$ cat src/rtl/digit_msg_seq.sv
// Writable multi-digit message table with manual/auto entry sequencing for the 7-seg path.
// Optional LZ_BLANK_EN: leading-zero suppression on the registered digits.
module digit_msg_seq #(
  parameter int         DIGITS  = 6,
  parameter int         ENTRIES = 8,
  parameter int         SEL_W   = 3,
  parameter int         DWELL_W = 16,
  parameter logic [3:0] BLANK   = 4'd10
) (
  input  logic                  clk,
  input  logic                  reset,
  input  logic                  mode,
  input  logic [SEL_W-1:0]      sel,
  input  logic                  tick,
  input  logic [DWELL_W-1:0]    dwell,
  input  logic                  wr_en,
  input  logic [SEL_W-1:0]      wr_entry,
  input  logic [SEL_W-1:0]      wr_digit,
  input  logic [3:0]            wr_data,
  output logic [4*DIGITS-1:0]   digits,
  output logic [SEL_W-1:0]      cur_entry,
  output logic                  wrap
);

  // state      | meaning
  // ST_MANUAL  | mode=0: entry follows sel (if in range), counter held at 0
  // ST_COUNT   | mode=1: counting ticks toward the dwell limit
  // ST_ADVANCE | mode=1: dwell reached on this tick, step to next entry
  localparam logic [1:0] ST_MANUAL  = 2'd0;
  localparam logic [1:0] ST_COUNT   = 2'd1;
  localparam logic [1:0] ST_ADVANCE = 2'd2;

  logic [4*DIGITS-1:0] tbl_q [ENTRIES];
  logic [4*DIGITS-1:0] digits_q, digits_d;
  logic [SEL_W-1:0]    cur_q, next_entry;
  logic [DWELL_W-1:0]  cnt_q, cnt_d, dwell_eff;
  logic                wrap_q, wrap_d;
  logic                at_end, last_entry;
  logic [1:0]          state;

  assign dwell_eff  = (dwell == '0) ? DWELL_W'(1) : dwell;
  // >= rather than == so a dwell shortened mid-count still advances on the next tick
  assign at_end     = (cnt_q >= dwell_eff - DWELL_W'(1));
  assign last_entry = (cur_q == SEL_W'(ENTRIES - 1));

  always_comb begin
    if (!mode)                state = ST_MANUAL;
    else if (tick && at_end)  state = ST_ADVANCE;
    else                      state = ST_COUNT;
  end

  always_comb begin
    next_entry = cur_q;
    cnt_d      = cnt_q;
    wrap_d     = 1'b0;
    case (state)
      ST_MANUAL: begin
        cnt_d = '0;
        if (32'(sel) < ENTRIES) next_entry = sel;
      end
      ST_ADVANCE: begin
        cnt_d      = '0;
        next_entry = last_entry ? '0 : cur_q + SEL_W'(1);
        wrap_d     = last_entry;
      end
      default: begin
        if (tick) cnt_d = cnt_q + DWELL_W'(1);
      end
    endcase
  end

  // Reads the pre-edge table, so a same-edge write shows up one edge later
  always_comb begin
    digits_d = {DIGITS{BLANK}};
    for (int e = 0; e < ENTRIES; e++) begin
      if (next_entry == SEL_W'(e)) digits_d = tbl_q[e];
    end
  end

  always_ff @(posedge clk or posedge reset) begin
    if (reset) begin
      for (int e = 0; e < ENTRIES; e++) tbl_q[e] <= {DIGITS{BLANK}};
    end else begin
      for (int e = 0; e < ENTRIES; e++) begin
        for (int d = 0; d < DIGITS; d++) begin
          if (wr_en && 32'(wr_entry) == e && 32'(wr_digit) == d)
            tbl_q[e][4*d +: 4] <= wr_data;
        end
      end
    end
  end

  always_ff @(posedge clk or posedge reset) begin
    if (reset) begin
      digits_q <= {DIGITS{4'h8}};
      cur_q    <= '0;
      cnt_q    <= '0;
      wrap_q   <= 1'b0;
    end else begin
      digits_q <= digits_d;
      cur_q    <= next_entry;
      cnt_q    <= cnt_d;
      wrap_q   <= wrap_d;
    end
  end

  assign cur_entry = cur_q;
  assign wrap      = wrap_q;

`ifdef LZ_BLANK_EN
  logic lead;
  always_comb begin
    digits = digits_q;
    lead   = 1'b1;
    for (int i = DIGITS - 1; i >= 1; i--) begin
      if (lead && digits_q[4*i +: 4] == 4'd0) digits[4*i +: 4] = BLANK;
      else                                    lead = 1'b0;
    end
  end
`else
  assign digits = digits_q;
`endif

endmodule

$ cat config.mk
export PLATFORM = sky130hd
export DESIGN_NAME = digit_msg_seq
export DESIGN_NICKNAME = d
export VERILOG_FILES = /design/src/rtl/digit_msg_seq.sv
export SDC_FILE = /design/constraint.sdc
export NUM_CORES = 1
export LEC_CHECK = 0
export CAP_MARGIN = 10
export CELL_PAD_IN_SITES_DETAIL_PLACEMENT = 0
export CELL_PAD_IN_SITES_GLOBAL_PLACEMENT = 1
export CORE_MARGIN = 3
export CORE_UTILIZATION = 49
export DETAILED_ROUTE_END_ITERATION = 7
export PLACE_DENSITY_LB_ADDON = 0.3
export REMOVE_ABC_BUFFERS = 1
export SYNTH_ARGS = -nofsm -noshare
export SYNTH_HDL_FRONTEND = slang
export SYNTH_SLANG_ARGS = --single-unit
$ cat constraint.sdc
create_clock -name clk -period 9.55 [get_ports clk]
set_clock_uncertainty 0.2 [all_clocks]
set_input_delay 0.955 -clock clk [delete_from_list [all_inputs] [get_ports clk]]
set_output_delay 0.955 -clock clk [all_outputs]
set_load 0.01 [all_outputs]
* Yosys cells after proc, flatten, opt, wreduce, memory -nomap -nowiden
Index checks and enable logic that the tools add are counted.
** Word-level totals
- Bits in registers :: 236
- Bits in latches :: 0
- RAM bits :: 0
- Bits in read-only memories :: 0
- Input bits :: 34
- Output and inout port bits :: 28
- Logic and storage cells :: 157
- Memories kept :: 0
** Cells by class
- Add/subtract/negate cells :: 3
- Multiply operators :: 0
- Div/mod/pow operators :: 0
- $lt $le $gt $ge :: 1
- Equal/unequal tests :: 21
- Shift operators :: 0
- Multiplexer cells :: 16
- Bitwise logic cells :: 0
- Reductions and logical operators :: 64
** Operator list (count)
- 2-to-1 mux 24 bit :: 8
- logical AND 1 bit :: 57
- 2-to-1 mux 16 bit :: 3
- == test 3 bit, second input constant :: 11
- == test 3 x 2 -> 1 bit, second input constant :: 6
- adder 16 x 1 -> 16 bit, second input constant :: 1
- greater-or-equal comparator 16 bit :: 1
- zero test 16 bit :: 1
- subtractor 16 x 1 -> 16 bit, second input constant :: 1
- == test 3 x 1 -> 1 bit, second input constant :: 3
- zero test 3 bit :: 3
- one-hot mux 3 bit (2 select lines) :: 1
- 2-to-1 mux 2 bit :: 2
- adder 3 x 1 -> 3 bit, second input constant :: 1
- 2-to-1 mux 3 bit :: 1
- == test 2 bit, second input constant :: 1
- zero test 2 bit :: 1
- nonzero test 2 bit :: 1
- OR reduction 2 bit :: 1
- 2-to-1 mux 1 bit :: 1

* Longest topological paths before layout
- Word-level depth :: 18
- Gate-level depth with buffers :: 22
- Depth with buffers taken out :: 20

* Least setup slack after synthesis
OpenSTA, ideal clock, no wires.
- Path kind :: input to register
- Start point :: input port dwell[6]
- End point :: register digits_q[1] (netlist: digits[1])
- Data arrival time :: 6.222 ns
- Required time :: 9.229 ns
- Path slack :: 3.007 ns
- Stages :: 22
- Cells stage by stage :: or4_1 -> or3_1 -> or4_1 -> or4_1 -> nor2_1 -> a21oi_1 -> ha_1 -> nand2b_1 -> nor4_1 -> xnor2_1 -> ha_1 -> nand4_2 -> or4_1 -> o32a_4 -> a2111oi_4 -> nor3_2 -> inv_2 -> buf_6 -> buf_8 -> mux2i_1 -> a22oi_1 -> a22o_1
** Between the ends
- Longest elaborated chain between the ends :: 18
- Elaborated cells between the ends (all ways) :: 26
- Those cells by class :: add/sub (1); order compare (1); eq/ne (8); mux (12); reduce/logical (4)
** Ends and longest elaborated chain
- from (decl) :: RTL line 15 : input logic [DWELL_W-1:0] dwell,
- zero test 16 bit :: RTL line 41 : assign dwell_eff = (dwell == '0) ? DWELL_W'(1) : dwell;
- 2-to-1 mux 16 bit (*) :: RTL line 41
- subtractor 16 x 1 -> 16 bit (*) :: RTL line 43 : assign at_end = (cnt_q >= dwell_eff - DWELL_W'(1));
- greater-or-equal comparator 16 bit (*) :: RTL line 43
- logical AND 1 bit (*) :: RTL line 48 : else if (tick && at_end) state = ST_ADVANCE;
- 2-to-1 mux 2 bit (*) :: RTL line 48
- 2-to-1 mux 2 bit (*) :: RTL line 47 : if (!mode) state = ST_MANUAL;
- == test 2 bit / zero test 2 bit (equally long branches) :: RTL line 56 : case (state)
- one-hot mux 3 bit (2 select lines) (*) :: RTL line 56
- zero test 3 bit :: RTL line 76 : if (next_entry == SEL_W'(e)) digits_d = tbl_q[e];
- 2-to-1 mux 24 bit (7 in a row) :: RTL line 76
- 2-to-1 mux 24 bit (*) :: RTL line 76
- via digits_d[1] :: RTL line 34 : logic [4*DIGITS-1:0] digits_q, digits_d;
- to (signal assigned) :: RTL line 95 : digits_q <= {DIGITS{4'h8}};
- to (signal assigned) :: RTL line 100 : digits_q <= digits_d;
- to (decl) :: RTL line 34
The timed path passes the listed nets; every way through them passes the cells marked *.
A chain may end at the register's enable or synchronous reset.

* Worst setup path in the final report
- Start point :: input port dwell[5]
- End point :: register digits_q[17] (netlist: digits[17])
Same word-level chain as after synthesis.

==> flow_metrics.tcl <==
set metrics [dict create \
    num_vias 7538 \
    synth.yosys.seq_area_share 0.527 \
    share_clk_of_total_power 0.399 \
    final-setup-viol-count 0 \
    maximum_achievable_frequency_mhz 127 \
    timing.slew.headroom 0.235 \
    hpwlAfterDp_um 16800 \
    power.density_mw_per_mm2 206 \
    cts_tree "built" \
    core.rowCount 55 \
    slew_viol_final 0 \
    layout.filler_cells 1862 \
    synth-async-reset-ratio 1.00 \
    fp.dieArea_mm2 0.0252 \
    post-synth-top-area-cell "dfrtp_1" \
    hold_class "reg -> reg" \
    grt_pass1_vias 7770 \
    clkLatencyLatePin_ps 520 \
    run_status "finished clean" \
    critical_path_class "in -> reg" \
    warning_count_from_the_yosys_run 0 \
    grt_usage 0.212 \
    via_per_inst 5.76 \
    synth_xor_xnor_area_share 0.0191 \
    ir_worst_vdd_v 0.000173 \
    grt_antenna_before_repair 0 \
    dieWidth_um 159 \
    overflow 0 \
    wire_per_inst_um 20.5 \
    count_of_flip_flops_with_a_built_in_enable_after_synthesis 0 \
    synthMostInstantiatedCell "mux2_2" \
    drt_iter0_drc 329 \
    post_cts_resized 0 \
    multi_input_comb_area_mm2 0.00509 \
    drtAntennaViolNets 0 \
    initial_utilization 0.502 \
    hold_violations 0 \
    remaining_drc_errors 0 \
    numPortBuffers 61 \
    antenna_cells 0 \
    post_route_cells_drive_above_1_share 0.368 \
    setup_ws_ps 1650 \
    pin_count 62 \
    worst_pin_slew_ps 1150 \
    number_of_buffers_inserted_by_post_cts_setup_repair 0 \
    area.sequential_mm2 0.00603 \
    setup_repair_after_global_routing_missed_its_margin "no" \
    synth_flop_cell "dfrtp_1" \
    yosys_register_bits 236 \
    grt_first_pass_wirelength_um 43500 \
    placement.setup.worst_slack_ps 1170 \
    p_int_w 0.00206 \
    sw_frac_of_total 0.244 \
    syn_area_mm2 0.0114 \
    post_synth_main_area_contributors "dfrtp_1, dfstp_2, mux2_2" \
    timing.critical_path.arrival_ps 8100 \
    max_cap_violations 0 \
    worst_setup_sp_type "primary input" \
    synth-compound-area-share 0.0826 \
    die_h_um 159 \
    yosysTopAreaCellShare 0.293 \
    holdBufCountCts 0 \
    fin_area_mm2 0.0133 \
    crit_path_max_fanout 28 \
    synth_fa_ha_area_frac 0.0219 \
    detail_route.first_pass.iterations 5 \
    synth_cell_type_count 61 \
    flow.area_growth_from_synthesis_pct 15.8 \
    main_combinational_cell_family_by_area_after_synthesis "multiplexers" \
    cts_made_buffers 26 \
    syn_inst 923 \
    grt_start_max_net_pins 96 \
    timing.final.crit_period_ps 7900 \
    combinationalPowerShare 0.148 \
    placement.cell_area_mm2 0.0123 \
    clkTransAtPathRegs_ps 60 \
    power_frac_seq 0.453 \
    simple_gate_share_of_the_synthesized_area 0.0875 \
    fp.coreArea_mm2 0.0228 \
    ctsHtreeMaxLevel 1 \
    total_negative_setup_slacks_ps 0 \
    number_of_nets_in_the_layout 1029 \
    fin_crit_sh 0.828 \
    portion_of_netlist_area_occupied_by_mux_cells 0.233 \
    p_leak_nw 5.70 \
    ctsLongestPathBuffers 3 \
    power.net_switching_w 0.000666 \
    synth.cells.most_frequent "mux2_2, dfrtp_1, dfstp_2" \
    critPathCaptureType "flip-flop" \
    gp_congestion 0.793 \
    totalWireLength_um 26800 \
    clkSinkCount 236 \
    cts-root-buf "clkbuf_16" \
    endpoint_required_time_on_the_critical_path_ps 9750 \
    syn_avg_cell_area_um2 12.4 \
]
==> power groups by stage <==
stage | Combinational, W | Clock [W] | Sequential, W
floorplan | 0.000254 | 0 | 0.00124
global placement | 0.000398 | 0 | 0.00125
detailed placement | 0.000406 | 0 | 0.00125
CTS | 0.000408 | 0.00110 | 0.00124
global route | 0.000443 | 0.00115 | 0.00125
finish | 0.000404 | 0.00109 | 0.00124
==> state kept, by name, summed over array words and instances (netlist names) <==
name / flops
cur_entry: 3
tbl_q: 192
wrap: 1
digits: 24
cnt_q: 16
==> through the flow <==
step	hold WS, ps	cells	total power, W	utilization
floorplan	262	870	0.00149	-
global placement	274	1260	0.00165	0.540
detailed placement	278	1260	0.00166	0.540
CTS	301	1308	0.00275	0.582
global route	315	1308	0.00284	0.582
finish	292	1308	0.00273	0.582
==> area by class of cell <==
| type | count | area share |
|---|---|---|
| clock buffer | 40 | 0.0584 |
| multi-input combinational | 624 | 0.384 |
| clock inverter | 8 | 0.0129 |
| tap | 313 | 0.0296 |
| sequential | 236 | 0.455 |
| timing repair buffer | 77 | 0.0561 |
| inverter | 10 | 0.00340 |
==> worst max-delay path, stage by stage <==
cell and delay, ps:
clkdlybuf4s50_1 460, or4_1 560, or3_1 390, or4_1 490
or4_1 440, nor2_1 240, a21oi_1 140, ha_1 220
nand2b_1 200, nor4_1 90, xnor2_1 130, ha_1 310
nand4_2 160, or4_1 590, o32a_4 370, a41oi_4 510
o221a_4 570, inv_2 230, and3_1 630, a22o_1 400
==> cell usage in the layout (no fill, tap or decap), drive strengths merged, types with 13 or more instances in the layout <==
| cell | instances |
|---|---|
| nand3 | 17 |
| mux2i | 49 |
| dfrtp | 134 |
| a32o | 13 |
| o21ai | 26 |
| a31oi | 21 |
| clkbuf | 40 |
| buf | 16 |
| nand2 | 87 |
| nor2 | 54 |
| mux2 | 193 |
| xor2 | 15 |
| clkdlybuf4s50 | 61 |
| ha | 20 |
| dfstp | 102 |
==> layer usage <==
layer | track usage | part of all wire
met1 | 0.296 | 0.46
met2 | 0.354 | 0.48
met3 | 0.0284 | 0.037
met4 | 0.0485 | 0.020
met5 | 0 | 0
==> logic make-up after synthesis <==
group | after synthesis
XOR/XNOR | 25
AND/OR/NAND/NOR | 214
AO/OA/AOI/OAI | 123
buffers and inverters | 63
adder cells (fa/ha/maj) | 20
flip-flops | 236
multiplexers | 242
==> worst paths after layout <==
path | start | to | slack [ps] | cells after the start
min reg2reg | tbl_q[0] | digits[0] | 290 | 1
max reg2reg | cnt_q[0] | digits[17] | 4970 | 10
min | tbl_q[0] | digits[0] | 290 | 1
max in group asynchronous | reset | cnt_q[2] | 7050 | 3
max | dwell[5] | digits[17] | 1650 | 20
min in group asynchronous | reset | tbl_q[92] | 730 | 2
Note: power is estimated with default switching activity, not from simulation.
==> RTL change: new RTL, config.mk and constraints unchanged <==
Add a define of `LZ_BLANK_EN`.
--- a/src/rtl/digit_msg_seq.sv
+++ b/src/rtl/digit_msg_seq.sv
@@ -1,5 +1,7 @@
 // Writable multi-digit message table with manual/auto entry sequencing for the 7-seg path.
 // Optional LZ_BLANK_EN: leading-zero suppression on the registered digits.
+`define LZ_BLANK_EN
+
 module digit_msg_seq #(
   parameter int         DIGITS  = 6,
   parameter int         ENTRIES = 8,
Check against the original RTL: not equivalent (a bounded check fails within 4 cycles, from zero or initial values and one cycle with reset high).
==> RTL change against the unedited design <==
  * Power is 0.72% lower
  * Design area up 0.94%
  * Sequential cell count did not move
  * Routed wire length increased by 2.0%
  * Critical endpoint is now digits_q[18]
  * Area after synthesis up 1.9%
  * First-iteration DRC count grew 23%
  * Fmax is 19% higher
  * Global-route usage grew 0.050 points
  * Critical path depth grew 2
  * Worst setup slack improved by 1.3 ns
==> RTL change: results (changes against the unedited design) <==
Status = complete, no violations
Hold WC Path Type = flip-flop to flip-flop
Max VDD drop = 126 µV (-27%)
Hold Path Stages = 2 (+1)
Slowest CP cell = nand2_1
Reg-to-reg setup timing slack = 5.30 ns (+0.33 ns)
CP Max Fanout = 53 (+89%)
Nets = 1075 (+4.5%)
Max_slew headroom = 31.4% (+7.9 points)
Most frequent cells after synthesis = 212 x mux2_2, 134 x dfrtp_1, 111 x nand2_1
Avg Vias per Cell = 5.79 (+0.44%)
Worst endpoint data arrival time = 6.87 ns (-1.23 ns)
Post-route insts no fill = 1353 (+3.4%)
Reg2reg start = cnt_q[0]
Port Buf Inserts = 61 (unchanged)
Largest regs = tbl_q (192), digits_q (24), cnt_q (16)
Unique cell type count in the Yosys netlist = 58 (-4.9%)
Fraction of layout cells with a size suffix above 1 = 36.8% (+0.043 points)
Warnings, synthesis = 0 (unchanged)
Hold endpoint = digits_q[4]
Initial antenna violation count = 0 (unchanged)
Pre-antenna DRT Iters = 4 (-1)
Placed cell count = 1307 (+3.7%)
Hold_sp = tbl_q[4]
Detail Placement HPWL = 17.6 mm (+4.7%)
Post-Syn Instances = 982 (+6.4%)
GRT Util Overall = 21.2% (+0.050 points)
Total number of H-tree levels = 1 (unchanged)
Fillers = 1972 (+5.9%)
Leakage = 0.00574 µW (+0.84%)
TritonCTS Buffers = 25 (-3.8%)
Vias in the first global route = 8106 (+4.3%)
WHS = 0.297 ns (+0.00505 ns)
Drt initial violations = 405 (+23%)
R2R Path End = digits_q[18]
Wire per inst = 20.2 µm (-1.4%)
CP max stage delay = 0.74 ns (+0.11 ns)
CTS Buffer Depth = 3 (unchanged)
Clock latency on the worst-skew pair = 0.53 ns
Ys async rst share = 100% (unchanged)
Seq/Total Area, Yosys = 51.7% (-0.98 points)
Largest net degree at the start of global routing = 97 (+1.0%)
Post-CTS Setup Inserts = 0 (unchanged)
GPL Wtd Cong = 0.788 (-0.57%)
R2R depth = 11 (+1)
Antenna cells = 0 (unchanged)
CTS root buf = clkbuf_16
First-pass GRT wire length = 44.2 mm (+1.8%)
Ranking of synthesized cells by area = dfrtp_1 29%, dfstp_2 23%, mux2_2 20%, mux2i_1 3.6%, nand2_1 3.6%
-- RTL change: cell count changes in the layout (fill, tap and decap cells not counted), sizes merged, moves of 12 or more --
cell and delta:
nand2 +24, a31oi -20, mux2 +20, a21oi +15, o21ai -13, a32o -12
-- RTL change: through the flow --
step	util, %	TNS [ns]	instance area, µm²	setup WS [ns]	total power [µW]
finish	58.2	0	13400	2.90	2710
global route	58.2	0	13400	2.47	2830
CTS	58.2	0	13400	3.00	2730
detailed placement	54.5	0	12500	2.44	1710
global placement	54.5	0	12500	2.60	1700
floorplan	-	-24.53	11400	-1.35	1530
-- RTL change: cell type report --
class                      instances  area share (%)
clock buffer                      35            5.11
multi-input combinational        669            39.7
clock inverter                    11            1.31
inverter                          12           0.393
tap                              313            2.93
sequential                       236            45.1
timing repair buffer              77            5.46
-- RTL change: routing by layer --
metal | GRT usage (%) | up-vias | part of all wire, %
li1 | - | 3600 | -
met1 | 30.3 | 4032 | 47
met2 | 34.8 | 157 | 47
met3 | 2.80 | 43 | 3.9
met4 | 4.97 | 0 | 2.1
met5 | 0 | - | 0
-- RTL change: cell families (layout without fill, tap and decap cells) --
family | count (synthesis) | after routing | synth area share (%)
AOI/OAI and AO/OA | 105 | 105 | 6.68
xor gates and xnor gates | 27 | 27 | 2.03
adders and majority gates | 20 | 20 | 2.15
buffers and inverters | 77 | 135 | 2.87
DFF | 236 | 236 | 51.7
muxes | 255 | 255 | 24.2
and+or+nand+nor | 262 | 262 | 10.4
-- RTL change: worst max-delay path by stage --
stage / endpoint / slack (ns) / depth (start not counted) / start
detailed placement: digits_q[18] / 2.44 / 22 / dwell[7]
global placement: digits_q[18] / 2.60 / 22 / dwell[7]
finish: digits_q[18] / 2.90 / 22 / dwell[7]
CTS: digits_q[2] / 3.00 / 22 / dwell[7]
floorplan: digits_q[18] / -1.35 / 20 / dwell[8]
global route: digits_q[12] / 2.47 / 22 / dwell[7]
-- RTL change: power by group --
group | switching, µW | internal [µW] | leakage [µW]
registers | 71.5 | 1170 | 0.00284
logic | 227 | 223 | 0.00249
clock network | 405 | 611 | 0.000414
total | 703 | 2010 | 0.00574
-- RTL change: worst register-to-register path: stages, from the launching register on --
cell	delay, ns
dfrtp_1	0.38
inv_1	0.09
ha_1	0.28
nand2b_1	0.15
a2111o_1	0.45
a311oi_2	0.35
a21oi_1	0.17
nor3_4	0.20
buf_4	0.58
nand2_1	0.77
o221ai_1	0.42
o21ai_0	0.11
